--- src/rtl/cont_updown_param.sv ---
// Multi-mode bounded counter: up-wrap, down-wrap, bounce or hold between run-time bounds lo..hi.
// Emits a one-cycle turn pulse whenever the count wraps or reverses direction.
module cont_updown_param #(
    parameter int WIDTH = 4
) (
    input  logic             clock,
    input  logic             reset,
    input  logic             en,
    input  logic [1:0]       mode,
    input  logic [WIDTH-1:0] lo,
    input  logic [WIDTH-1:0] hi,
    input  logic             load,
    input  logic [WIDTH-1:0] load_val,
    output logic [WIDTH-1:0] sa,
    output logic             dir,
    output logic             turn,
    output logic             err
);

    typedef enum logic [1:0] {
        MODE_UP     = 2'b00,
        MODE_DOWN   = 2'b01,
        MODE_BOUNCE = 2'b10,
        MODE_HOLD   = 2'b11
    } mode_t;

    mode_t            mode_q;
    logic [WIDTH-1:0] sa_nxt;
    logic             dir_nxt;
    logic             turn_nxt;
    logic             out_of_range;

    assign err          = (lo > hi);
    assign mode_q       = mode_t'(mode);
    assign out_of_range = (sa < lo) || (sa > hi);

    always_comb begin
        sa_nxt   = sa;
        dir_nxt  = dir;
        turn_nxt = 1'b0;
        if (load) begin
            sa_nxt = load_val;
        end else if (err || !en || mode_q == MODE_HOLD) begin
            sa_nxt = sa;
        end else if (out_of_range) begin
            // Re-enter the window at the end the current mode counts away from.
            if (mode_q == MODE_DOWN) begin
                sa_nxt  = hi;
                dir_nxt = 1'b1;
            end else begin
                sa_nxt  = lo;
                dir_nxt = 1'b0;
            end
        end else if (lo == hi) begin
            sa_nxt = lo;
        end else begin
            case (mode_q)
                MODE_UP: begin
                    dir_nxt = 1'b0;
                    if (sa == hi) begin
                        sa_nxt   = lo;
                        turn_nxt = 1'b1;
                    end else begin
                        sa_nxt = sa + 1'b1;
                    end
                end
                MODE_DOWN: begin
                    dir_nxt = 1'b1;
                    if (sa == lo) begin
                        sa_nxt   = hi;
                        turn_nxt = 1'b1;
                    end else begin
                        sa_nxt = sa - 1'b1;
                    end
                end
                MODE_BOUNCE: begin
                    // Endpoints are shown once per sweep: step straight past them on reversal.
                    if (!dir) begin
                        if (sa == hi) begin
                            sa_nxt   = hi - 1'b1;
                            dir_nxt  = 1'b1;
                            turn_nxt = 1'b1;
                        end else begin
                            sa_nxt = sa + 1'b1;
                        end
                    end else begin
                        if (sa == lo) begin
                            sa_nxt   = lo + 1'b1;
                            dir_nxt  = 1'b0;
                            turn_nxt = 1'b1;
                        end else begin
                            sa_nxt = sa - 1'b1;
                        end
                    end
                end
                default: sa_nxt = sa;
            endcase
        end
    end

    always_ff @(posedge clock or negedge reset) begin
        if (!reset) begin
            sa   <= '0;
            dir  <= 1'b0;
            turn <= 1'b0;
        end else begin
            sa   <= sa_nxt;
            dir  <= dir_nxt;
            turn <= turn_nxt;
        end
    end

endmodule

--- config.mk ---
export PLATFORM = sky130hd
export DESIGN_NAME = cont_updown_param
export DESIGN_NICKNAME = d
export VERILOG_FILES = /design/src/rtl/cont_updown_param.sv
export SDC_FILE = /design/constraint.sdc
export NUM_CORES = 1
export LEC_CHECK = 0
export BUFFER_PORTS_ARGS = -buffer_cell sky130_fd_sc_hd__buf_4
export CAP_MARGIN = 20
export CORE_MARGIN = 2
export CORE_UTILIZATION = 47
export DETAILED_ROUTE_END_ITERATION = 6
export PLACE_DENSITY = 0.7
export SYNTH_ARGS = -nofsm -noshare
export SYNTH_HDL_FRONTEND = slang
export SYNTH_SLANG_ARGS = --single-unit
--- constraint.sdc ---
create_clock -name clock -period 5.7 [get_ports clock]
set_input_delay 0.285 -clock clock [delete_from_list [all_inputs] [get_ports clock]]
set_output_delay 0.285 -clock clock [all_outputs]
set_load 0.005 [all_outputs]
=== Word-level counts from Yosys, hierarchy flattened ===
Index checks and enable logic that the tools add are counted.
W data, S select, Z words.

* Bits in registers: 6
* Output and inout port bits: 7

* Equality and inequality tests: 8
* Reductions and logical operators: 9
* Mux-type cells: 25
* Bitwise logic cells: 2
* $add $sub $neg: 4
* $lt $le $gt $ge: 3

{| class="wikitable"
|+ Operators by type and width
! operator !! number
|-
| $mux W4 || 10
|-
| $eq A4 B4 Y1 || 3
|-
| $mux W1 || 12
|-
| $pmux W4 S3 || 1
|-
| $add A4 B1 Y4 const B || 2
|-
| $gt A4 B4 Y1 || 2
|-
| $sub A4 B1 Y4 const B || 2
|-
| $pmux W1 S3 || 2
|-
| $reduce_bool A6 Y1 || 1
|-
| $eq A2 B2 Y1 const B || 2
|-
| $lt A4 B4 Y1 || 1
|-
| $ne A2 B2 Y1 const B || 2
|-
| $reduce_and A4 Y1 || 1
|-
| $reduce_bool A4 Y1 || 1
|-
| $logic_or A1 B1 Y1 || 3
|-
| $eq A2 B1 Y1 const B || 1
|-
| $logic_not A2 Y1 || 1
|-
| $not A1 Y1 || 2
|-
| $reduce_and A2 Y1 || 1
|-
| $logic_not A1 Y1 || 1
|}

=== Logic depth before layout (Yosys ltp) ===
Gate-level depths: netlist of run 1.

* Word-level depth: 8
* Depth in mapped cells: 10
* Mapped depth without buffers: 9

=== Worst setup path after synthesis of run 1 ===
Ideal clock, no wire load.

* Path type: register to register
* Start: register sa[0]
* End: register sa[1]
* Setup slack: 3.617 ns
* Data arrival time: 1.954 ns
* Stages on the path, launching flop included: 11
* Path through: dfrtp_1 > inv_1 > ha_1 > and4_1 > buf_6 > nand2_1 > o21ai_0 > a221oi_2 > o41ai_2 > a311oi_1 > a21oi_1

* Cells in the longest elaborated chain, start to end: 8
* Elaborated cells on any way between the ends: 19
* Those cells by class: add/sub (2); order compare (2); eq/ne (2); mux (10); reduce/logical (3)

{| class="wikitable"
|+ Ends and longest elaborated chain
! item !! line !! RTL
|-
| from (decl) || 14 || <nowiki>output logic [WIDTH-1:0] sa,</nowiki>
|-
| from (signal assigned) || 107 || <nowiki>sa <= sa_nxt;</nowiki>
|-
| $add A4 B1 Y4, or another cell as far along || 64, 84 ||
|-
| $mux W4, on equally long branches || 79, 87 ||
|-
| $mux W4 || 78 || <nowiki>if (!dir) begin</nowiki>
|-
| $pmux W4 S3 || 57 || <nowiki>case (mode_q)</nowiki>
|-
| $mux W4 || 54 || <nowiki>end else if (lo == hi) begin</nowiki>
|-
| $mux W4 || 45 || <nowiki>end else if (out_of_range) begin</nowiki>
|-
| $mux W4 || 43 || <nowiki>end else if (err || !en || mode_q == MODE_HOLD) begin</nowiki>
|-
| $mux W4 || 41 || <nowiki>if (load) begin</nowiki>
|}

Several ways; a longest one is shown, not always the timed one. The select of a mux whose other input is x is not followed.
A chain may end at the register's enable or synchronous reset.

=== Final worst setup path of run 1 ===
* Start: register sa[0]
* End: register sa[0]

The elaborated chain is that of the path after synthesis.

==> summary.md, run 1 <==
| Metric | Value |
|---|---|
| Sequential share of the synthesized area | `between 10% and 20%` |
| Main combinational cell family by area after synthesis | `compound AO/OA/AOI/OAI gates` |
| Fillcell total | `between 200 and 300` |
| Mux cell area share after synthesis | `~1.5%` |
| Chip Width | `roughly 57 µm` |
| Synth Area in Adders | `just under 20%` |
| Top_reg_cell synth | `dfrtp_1` |
| Fmax achieved | `~0.41 GHz` |
| Post-route minimum period | `roughly 2.4 ns` |
| Starting Density | `approximately half` |
| CTS buffer count | `3` |
| Vias | `roughly 1400` |
| ANT nets after route | `0` |
| Seq pwr share | `between 20% and 30%` |
| Ys Warns | `0` |
| Largest net degree at the start of global routing | `14` |
| Detailed-placement wirelength estimate | `3.07 mm` |
| Simple-gate share of the synthesized area | `between 20% and 30%` |
| Most common cell after layout, fill and taps aside | `buf_4` |
| #FFs+latches synth | `6` |
| RSZ-0062 raised after global routing | `no` |
| Drt total wl | `around 3.8 mm` |
| DRT Pass-1 Iters | `7` |
| CTS tree | `done` |
| Wire length per cell | `between 15 and 20 µm` |
| Reg2Reg Setup Slack | `approximately 3.3 ns` |
| Post-synth EDFFs | `0` |
| CTS resizes | `0` |
| P_sw | `roughly 140 µW` |
| Compound-cell area share of the yosys netlist | `around 33%` |
| Leakage power | `0.000681 µW` |
| Comb pwr share | `roughly 64%` |
| Sum of negative setup slack | `0 ns` |
| Syn Nets | `around 200` |
| Startpoint types | `flip-flop` |
| CP Max Fanout | `9` |
| Hold Vio Cnt, Final | `0` |
| Count of input and output buffers | `24` |
| Worst min-delay path class | `input pin to flip-flop` |
| Sw Share | `approximately 48%` |
| Outcome | `finished with violations` |
| Violated checks | `design-rule violations` |
| Clock sink total | `6` |
| Max-slew violations | `0` |
| Measured slew at the worst slew-check pin | `0.534 ns` |
| Setup WS post-layout | `approximately 3.3 ns` |
| Worst Path Arrival | `2.58 ns` |
| Number of global-route vias before repair | `around 1300` |
| CP max stage delay | `approximately 0.48 ns` |
| Setup Skew | `0.0182 ns` |
| Nets | `between 200 and 250` |
| Clk pin slew, worst setup/hold paths | `about 0.060 ns` |
| Crit-path most repeated cell | `o21ai_0` |
| Clk Tree Root Cell | `clkbuf_4` |
| Post-CTS setup buffer count | `0` |
| Clk_lat worst skew | `0.25 ns` |
| Max-Cap Viols | `0` |
| Diode count | `0` |
| Critical path's top delay family | `compound AO/OA/AOI/OAI gates` |
| Crit. End Element | `flip-flop` |
| CP max stage cell | `dfrtp_1` |
| GRT Total Usage | `between 20 and 25%` |
| Die Span Y | `between 50 and 60 µm` |
| Yosys cell types | `between 50 and 60` |
| Core Area | `2690 µm²` |
| Syn Inst Count | `165` |
| Area growth, synth to finish | `16.3%` |
| Row cnt | `19` |
| CP required | `5.84 ns` |
| Post-Syn Area | `1300 µm²` |
| WS Path Type | `flip-flop to flip-flop` |
| Slew HR | `approximately 64%` |
| Power per cell area | `197 nW/µm²` |
| Xor-xnor portion of the synthesized cell area | `under 10%` |
| Avg Cell Area, Syn | `approximately 7.9 µm²` |
| # IOs | `25` |
| Async SR Flop Fraction | `100%` |
| Max IR drop VDD | `163 µV` |
| Most frequent cells in the layout | `24 x buf_4, 20 x ha_1, 15 x nand2_1` |
| Max clock buf depth | `2` |
| First-pass GRT wire length | `roughly 6.3 mm` |
| Power Internal | `154 µW` |
| Iteration-0 DRC Markers | `95` |
| Fraction of layout cells with a size suffix above 1 | `roughly a fifth` |
| Die ar. | `~3200 µm²` |
| Via/cell ratio | `6.48` |
| Post-Place Worst Slack | `roughly 3.3 ns` |
| Routability cong. | `between 0.9 and 1` |
| Period utilization | `between 40% and 50%` |
| Clock Power Share | `about 14%` |
| Critical-path cell list | `inv_1 -> ha_1 -> and4_1 -> nand2_1 -> o21ai_0 -> o21ai_0 -> a21oi_1 -> o221ai_1 -> a31o_1` |
| Setup Viol. Count Final | `0` |
| Sum of buffers and inverters on the critical path | `1` |
| GR Overflow Total | `0` |
| Drc violations | `1` |
| Post-CTS Hold Fix Bufs | `1` |
| Initial antenna violation count | `0` |
| H-tree levels | `1` |
==> state kept, by name, indices dropped and copies added (netlist names) <==
| register | flops |
|---|---|
| sa | 4 |
| dir | 1 |
| turn | 1 |
==> synth_stat cells (3+ instances only) <==
| library cell | count | share of area [%] |
|---|---|---|
| a211oi_1 | 4 | 2.3 |
| xnor2_1 | 5 | 3.4 |
| a21oi_1 | 8 | 3.1 |
| xor2_1 | 3 | 2.0 |
| nor2_1 | 10 | 2.9 |
| and4_1 | 3 | 2.0 |
| a31oi_1 | 4 | 1.9 |
| nor2b_1 | 4 | 1.9 |
| inv_1 | 13 | 3.8 |
| nor3_1 | 6 | 2.3 |
| ha_1 | 20 | 19 |
| o211ai_1 | 6 | 3.5 |
| dfrtp_1 | 6 | 12 |
| nand2_1 | 15 | 4.3 |
| nand3_1 | 3 | 1.2 |
| o21ai_0 | 12 | 4.6 |
==> layer usage <==
metal	wire length (µm)	track usage, %	vias up
met5	0	0	-
met1	1620	33.8	663
met2	1810	39.0	68
li1	-	-	663
met3	271	4.38	12
met4	89	8.50	0
==> worst min-delay path, stage by stage <==
cell and delay (ns):
buf_4 0.11, inv_1 0.04, a21oi_1 0.05
==> power groups by stage <==
stage | Sequential (µW) | Clock (µW) | Combinational (µW)
after global placement | 64.5 | 0 | 184
after detailed placement | 65.3 | 0 | 186
after global routing | 66.2 | 43.9 | 211
after CTS | 64.6 | 42.1 | 187
after floorplan | 58.5 | 0 | 136
final | 65.0 | 41.6 | 191
==> worst paths after layout <==
kind | from | end | cells past startpoint
max in group asynchronous | reset | sa[2] | 2
worst min register to register | dir | dir | 2
worst min-delay path | load_val[1] | sa[1] | 3
worst max-delay path | sa[0] | sa[0] | 9
worst max register to register | sa[0] | sa[0] | 9
min in group asynchronous | reset | turn | 2
==> through the flow <==
step	area (µm²)	total power [µW]	utilization, %	hold WS, ns	cells
4_1_cts	1510	294	56.2	0.272	217
3_5_place_dp	1480	251	55.0	0.0996	213
2_1_floorplan	1300	195	-	-0.0106	165
3_3_place_gp	1480	249	55.0	0.0972	213
5_1_grt	1510	321	56.2	0.307	217
6_report	1510	298	56.2	0.269	217
==> cells by family after synthesis <==
| kind of cell | after synthesis |
|---|---|
| buffers and inverters | 20 |
| xor gates and xnor gates | 8 |
| and+or+nand+nor | 54 |
| muxes | 2 |
| AOI/OAI and AO/OA | 55 |
| adders and majority gates | 20 |
| DFF | 6 |
==> final cells by class <==
type	instances	area, µm²	area share (%)
Inverter	13	48.8	3.23
Sequential cell	6	150	9.94
Tap cell	31	38.8	2.57
Timing Repair Buffer	25	190	12.6
Clock buffer	3	22.5	1.49
Multi-Input combinational cell	139	1060	70.2
Power figures use the tool's default switching activity.
==> run 2: changes to the inputs <==
--- a/config.mk
+++ b/config.mk
@@ -10,7 +10,7 @@
 export CORE_MARGIN = 2
 export CORE_UTILIZATION = 47
 export DETAILED_ROUTE_END_ITERATION = 6
-export PLACE_DENSITY = 0.7
+export PLACE_DENSITY = 0.72
 export SYNTH_ARGS = -nofsm -noshare
 export SYNTH_HDL_FRONTEND = slang
 export SYNTH_SLANG_ARGS = --single-unit
==> constraint.sdc (replaced) <==
create_clock -name clock -period 2.2 [get_ports clock]
set_input_delay 0.11 -clock clock [delete_from_list [all_inputs] [get_ports clock]]
set_output_delay 0.11 -clock clock [all_outputs]
set_load 0.005 [all_outputs]
==> run 2 against run 1 <==
Against the previous run:
- the flow now finishes without violations
- critical path type unchanged
- maximum frequency up 19%
- register-to-register slack worse by 3.1 ns
- non-clock buffer count up 12
- global-route usage up 2.9 points
- first-iteration DRC count down 7.4%
- total power rose to 2.8 times the previous value
- sequential cell count unchanged
- critical path depth down 1
- sequential share of layout area down 0.66 points
- clock power rose to 2.6 times the previous value
- sequential power up 130%
- cell count up 5.5%
- largest power group unchanged
==> summary.md, run 2 (synthesis results as in run 1) <==
| Metric | Value |
|---|---|
| Sum of negative setup slack | `0 ns` |
| Nets | `around 240` |
| First-pass GRT wire length | `between 6 and 7 mm` |
| Core Area | `between 2000 and 3000 µm²` |
| Most frequent cells in the layout | `36 x buf_4, 20 x ha_1, 14 x nand2_1` |
| Fmax achieved | `0.486 GHz` |
| Clk Tree Root Cell | `clkbuf_4` |
| GR Overflow Total | `0` |
| CP required | `~2.3 ns` |
| Detailed-placement wirelength estimate | `roughly 3.4 mm` |
| Fraction of layout cells with a size suffix above 1 | `~28%` |
| Count of input and output buffers | `24` |
| Drc violations | `0` |
| H-tree levels | `1` |
| Drt total wl | `a little over 4 mm` |
| Routability cong. | `slightly above 0.9` |
| WS Path Type | `flip-flop to flip-flop` |
| Placed cell area | `between 1500 and 2000 µm²` |
| Max-slew violations | `0` |
| Vias | `approximately 1400` |
| Measured slew at the worst slew-check pin | `0.378 ns` |
| Power per cell area | `511 nW/µm²` |
| Max IR drop VDD | `424 µV` |
| Clk pin slew, worst setup/hold paths | `roughly 0.05 ns` |
| Setup Viol. Count Final | `0` |
| Post-route minimum period | `~2.1 ns` |
| Die ar. | `about 3200 µm²` |
| RSZ-0062 raised after global routing | `no` |
| Leakage power | `approximately 0.00074 µW` |
| Post-Place Worst Slack | `roughly 0.067 ns` |
| Initial antenna violation count | `0` |
| Fillcell total | `about 240` |
| Biggest register | `sa` |
| Period utilization | `around 93%` |
| Row cnt | `19` |
| CTS tree | `done` |
| Via/cell ratio | `6.20` |
| Post-CTS setup buffer count | `0` |
| Starting Density | `between 40% and 50%` |
| Clock sink total | `6` |
| # IOs | `25` |
| Slew HR | `74.8%` |
| Max-Cap Viols | `0` |
| Area growth, synth to finish | `24.6%` |
| Max FFs per register | `4` |
| Setup Skew | `0.00254 ns` |
| CP Max Fanout | `7` |
| Clk_lat worst skew | `between 0.2 and 0.3 ns` |
| Final instance area | `approximately 1600 µm²` |
| Chip Width | `56.6 µm` |
| Wire length per cell | `17.7 µm` |
| Max clock buf depth | `2` |
| DRT Pass-1 Iters | `5` |
| Most common cell after layout, fill and taps aside | `buf_4` |
| Diode count | `0` |
| Number of global-route vias before repair | `1418` |
| Biggest regs | `sa: 4 flops, dir: 1 flops, turn: 1 flops` |
| ANT nets after route | `0` |
| Worst min-delay path class | `input pin to flip-flop` |
| Outcome | `finished, final reports clean` |
| Worst Path Arrival | `2.19 ns` |
| Iteration-0 DRC Markers | `just under 90` |
| Hold Vio Cnt, Final | `0` |
| Die Span Y | `56.6 µm` |
| Crit. End Element | `flip-flop` |
| CTS buffer count | `3` |
| GRT Total Usage | `about 28%` |
| Startpoint types | `flip-flop` |
| Largest net degree at the start of global routing | `13` |
| Setup WS post-layout | `0.144 ns` |
[run 2: metrics by stage]
stage | cells | hold WS [ns] | util [%] | total power [µW]
final | 229 | 0.0983 | 60.2 | 827
after global routing | 229 | 0.115 | 60.2 | 892
after CTS | 229 | 0.0988 | 59.6 | 808
after detailed placement | 225 | -0.0752 | 58.4 | 695
after global placement | 225 | -0.0762 | 58.4 | 690
after floorplan | 165 | -0.186 | - | 505
[run 2: layout make-up]
class                      instances  area [µm²]  share of cell area [%]
timing repair buffer              37         280                    17.3
tap                               31        38.8                    2.40
inverter                          13        48.8                    3.02
multi-input combinational        139        1080                    66.6
clock buffer                       3        22.5                    1.39
sequential                         6         150                    9.28
[run 2: where the power goes]
| part | total (µW) | switching, µW | internal [µW] |
|---|---|---|---|
| registers | 152 | 25.1 | 126 |
| clock network | 110 | 47.9 | 62.3 |
| logic | 565 | 312 | 253 |
[run 2: metal layers]
metal,global-route usage (%),vias to the layer above,wire [µm]
met2,46.7,64,1940
met4,7.82,0,98
met5,0,-,0
met1,36.8,655,1710
li1,-,690,-
met3,3.23,11,295
[run 2: worst paths after layout]
check	from	end	slack, ns	depth (start not counted)
worst max register to register	sa[2]	sa[1]	0.14	8
min in group asynchronous	reset	turn	0.20	2
worst min-delay path	load_val[3]	sa[3]	0.1	3
worst min register to register	sa[3]	sa[3]	0.68	3
max in group asynchronous	reset	sa[0]	1.88	2
worst max-delay path	sa[2]	sa[1]	0.14	8
[run 2: worst max-delay path: stages (launching register included)]
cell,delay [ns]
dfrtp_1,0.41
ha_1,0.34
nand4_2,0.23
nand2_1,0.12
o21ai_0,0.10
a221oi_2,0.28
o41ai_2,0.11
a311oi_1,0.25
a21oi_1,0.08
[run 2: repair_timing]
item | 4_1_cts | 5_1_grt
hold endpoints to repair | 6 | 0
hold buffers | 1 | 0
gates resized for setup | 0 | 7
setup endpoints to repair | 0 | 4
==> run 3: changes to the inputs <==
--- a/config.mk
+++ b/config.mk
@@ -11,6 +11,8 @@
 export CORE_UTILIZATION = 47
 export DETAILED_ROUTE_END_ITERATION = 6
 export PLACE_DENSITY = 0.72
+export RECOVER_POWER = 100
+export SLEW_MARGIN = 20
 export SYNTH_ARGS = -nofsm -noshare
 export SYNTH_HDL_FRONTEND = slang
 export SYNTH_SLANG_ARGS = --single-unit
==> run 3 against run 2 <==
Against the previous run:
- non-clock buffer count is the same
- clock power barely moved
- sequential cell count is the same
- clock skew barely moved
- via count grew 1.1%
- cell count unchanged
- sequential share of layout area up 0.22 points
- total power down 2.0%
- routed wire length up 1.8%
- utilization down 1.4 points
- maximum frequency is 4.6% lower
- worst setup slack got worse by 0.099 ns
- largest cell class unchanged
- highest routed layer unchanged
==> summary.md, run 3 (synthesis results as in run 1) <==
| Metric | Value |
|---|---|
| WS Path Type | `input pin to flip-flop` |
| Drc violations | `0` |
| Most common cell after layout, fill and taps aside | `buf_4` |
| Leakage power | `0.000722 µW` |
| Core Area | `2690 µm²` |
| Die Span Y | `around 57 µm` |
| Clk_lat worst skew | `0.25 ns` |
| Hold Vio Cnt, Final | `0` |
| Fmax achieved | `0.464 GHz` |
| Max clock buf depth | `2` |
| GRT Total Usage | `between 20% and 30%` |
| Outcome | `finished, final reports clean` |
| Max-Cap Viols | `0` |
| Count of input and output buffers | `24` |
| Crit. Startpoint | `hi[1]` |
| Setup WS post-layout | `0.0454 ns` |
| Power per cell area | `513 nW/µm²` |
| Post-Place Worst Slack | `approximately 0.067 ns` |
| RSZ-0062 raised after global routing | `no` |
| Biggest regs | `sa: 4 flops, dir: 1 flops, turn: 1 flops` |
| Max IR drop VDD | `about 420 µV` |
| Setup Viol. Count Final | `0` |
| H-tree levels | `1` |
| Critical-path cell list | `clkbuf_2 -> inv_1 -> ha_1 -> and2b_4 -> o311ai_0 -> o21ai_2 -> or2_4 -> a31oi_1 -> a31oi_1 -> nand2_1` |
| Hold path start | `load_val[3]` |
| # IOs | `25` |
| Row cnt | `19` |
| Diode count | `0` |
| Max-slew violations | `0` |
| Detailed-placement wirelength estimate | `between 3 and 4 mm` |
| GR Overflow Total | `0` |
| Crit-path most repeated cell | `a31oi_1` |
| DRT Pass-1 Iters | `4` |
| Multi-input gate area | `~1100 µm²` |
| Iteration-0 DRC Markers | `87` |
| Number of global-route vias before repair | `~1400` |
| Nets | `238` |
| Sum of buffers and inverters on the critical path | `2` |
| Largest net degree at the start of global routing | `13` |
| Clk Tree Root Cell | `clkbuf_4` |
| Post-route minimum period | `2.15 ns` |
| CTS tree | `done` |
| Max FFs per register | `4` |
| CP required | `between 2 and 2.5 ns` |
| Sum of negative setup slack | `0 ns` |
| First-pass GRT wire length | `6.90 mm` |
| CP max stage delay | `about 0.55 ns` |
| Wire length per cell | `between 15 and 20 µm` |
| Setup Skew | `about 0.0027 ns` |
| Area growth, synth to finish | `21.7%` |
| Most frequent cells in the layout | `29 x buf_4, 20 x ha_1, 14 x nand2_1` |
| CP Max Fanout | `5` |
| Routability cong. | `roughly 0.9` |
| Worst R2R Start | `sa[1]` |
| ANT nets after route | `0` |
| Initial antenna violation count | `0` |
| FF+latch area | `150 µm²` |
| Worst Path Arrival | `~2.4 ns` |
| Clock sink total | `6` |
| Worst min-delay path class | `input pin to flip-flop` |
| Starting Density | `48.3%` |
| CP max stage cell | `o311ai_0` |
| Die ar. | `around 3200 µm²` |
| Fraction of layout cells with a size suffix above 1 | `between 20% and 30%` |
| Crit. End Element | `flip-flop` |
| Via/cell ratio | `roughly 6.3` |
| Fillcell total | `~250` |
| Startpoint types | `input pin` |
| Measured slew at the worst slew-check pin | `~0.60 ns` |
| Period utilization | `97.9%` |
| Biggest register | `sa` |
| Post-CTS setup buffer count | `0` |
| Critical path's top delay family | `compound AO/OA/AOI/OAI gates` |
| Clk pin slew, worst setup/hold paths | `about 0.05 ns` |
| Vias | `roughly 1400` |
| Drt total wl | `about 4.1 mm` |
| CTS buffer count | `3` |
| Chip Width | `56.6 µm` |
| Slew HR | `around 60%` |
run 3: changes by cell type in the layout (fill, tap and decap cells not counted):
cell / change
nor2_2: -1
buf_4: -7
clkbuf_4: +2
nor2_1: +1
o311ai_4: -1
clkbuf_2: +1
clkbuf_1: +4
o311ai_0: +1
run 3: power by group:
| group | total, µW | internal [µW] | switching, µW |
|---|---|---|---|
| registers | 152 | 126 | 25.3 |
| logic | 549 | 239 | 310 |
| clock network | 110 | 62.3 | 47.7 |
run 3: routing by layer:
| metal | wire [µm] | GRT usage, % | up-vias | share of wire (%) |
|---|---|---|---|---|
| met5 | 0 | 0 | - | 0 |
| met4 | 88 | 7.82 | 0 | 2.1 |
| met3 | 269 | 3.23 | 11 | 6.5 |
| met2 | 1980 | 46.7 | 68 | 48 |
| met1 | 1780 | 36.8 | 667 | 43 |
| li1 | - | - | 690 | - |
run 3: path summary, 6_finish.rpt:
path / end / slack [ns] / cells past startpoint
max: sa[3] / 0.05 / 10
min: sa[3] / 0.1 / 3
max reg2reg: sa[3] / 0.15 / 8
min reg2reg: dir / 0.77 / 2
max in group asynchronous: sa[0] / 1.67 / 2
min in group asynchronous: turn / 0.27 / 2
run 3: final cells by class:
| cell class | count | share of cell area, % |
|---|---|---|
| Multi-Input combinational cell | 139 | 66.9 |
| Timing Repair Buffer | 37 | 16.6 |
| Sequential cell | 6 | 9.50 |
| Inverter | 13 | 3.09 |
| Tap cell | 31 | 2.45 |
| Clock buffer | 3 | 1.43 |
run 3: what timing repair did:
item                       CTS  global route
resized for setup            0             7
setup endpoints to repair    0             4
hold buffers                 1             0
hold endpoints to repair     6             0
run 3: worst min-delay path: cells and delay by family:
kind,cells,cell delay (ns)
simple gates,1,0.07
buf+inv,1,0.08
compound gates,1,0.07
run 3: per-stage QoR:
| stage | cells | total power, µW | area, µm² | hold WS [ns] | utilization [%] |
|---|---|---|---|---|---|
| finish | 229 | 810 | 1580 | 0.0996 | 58.8 |
| global route | 229 | 874 | 1580 | 0.117 | 58.8 |
| CTS | 229 | 808 | 1600 | 0.0988 | 59.6 |
| detailed placement | 225 | 695 | 1570 | -0.0752 | 58.4 |
| global placement | 225 | 690 | 1570 | -0.0762 | 58.4 |
| floorplan | 165 | 505 | 1300 | -0.186 | - |
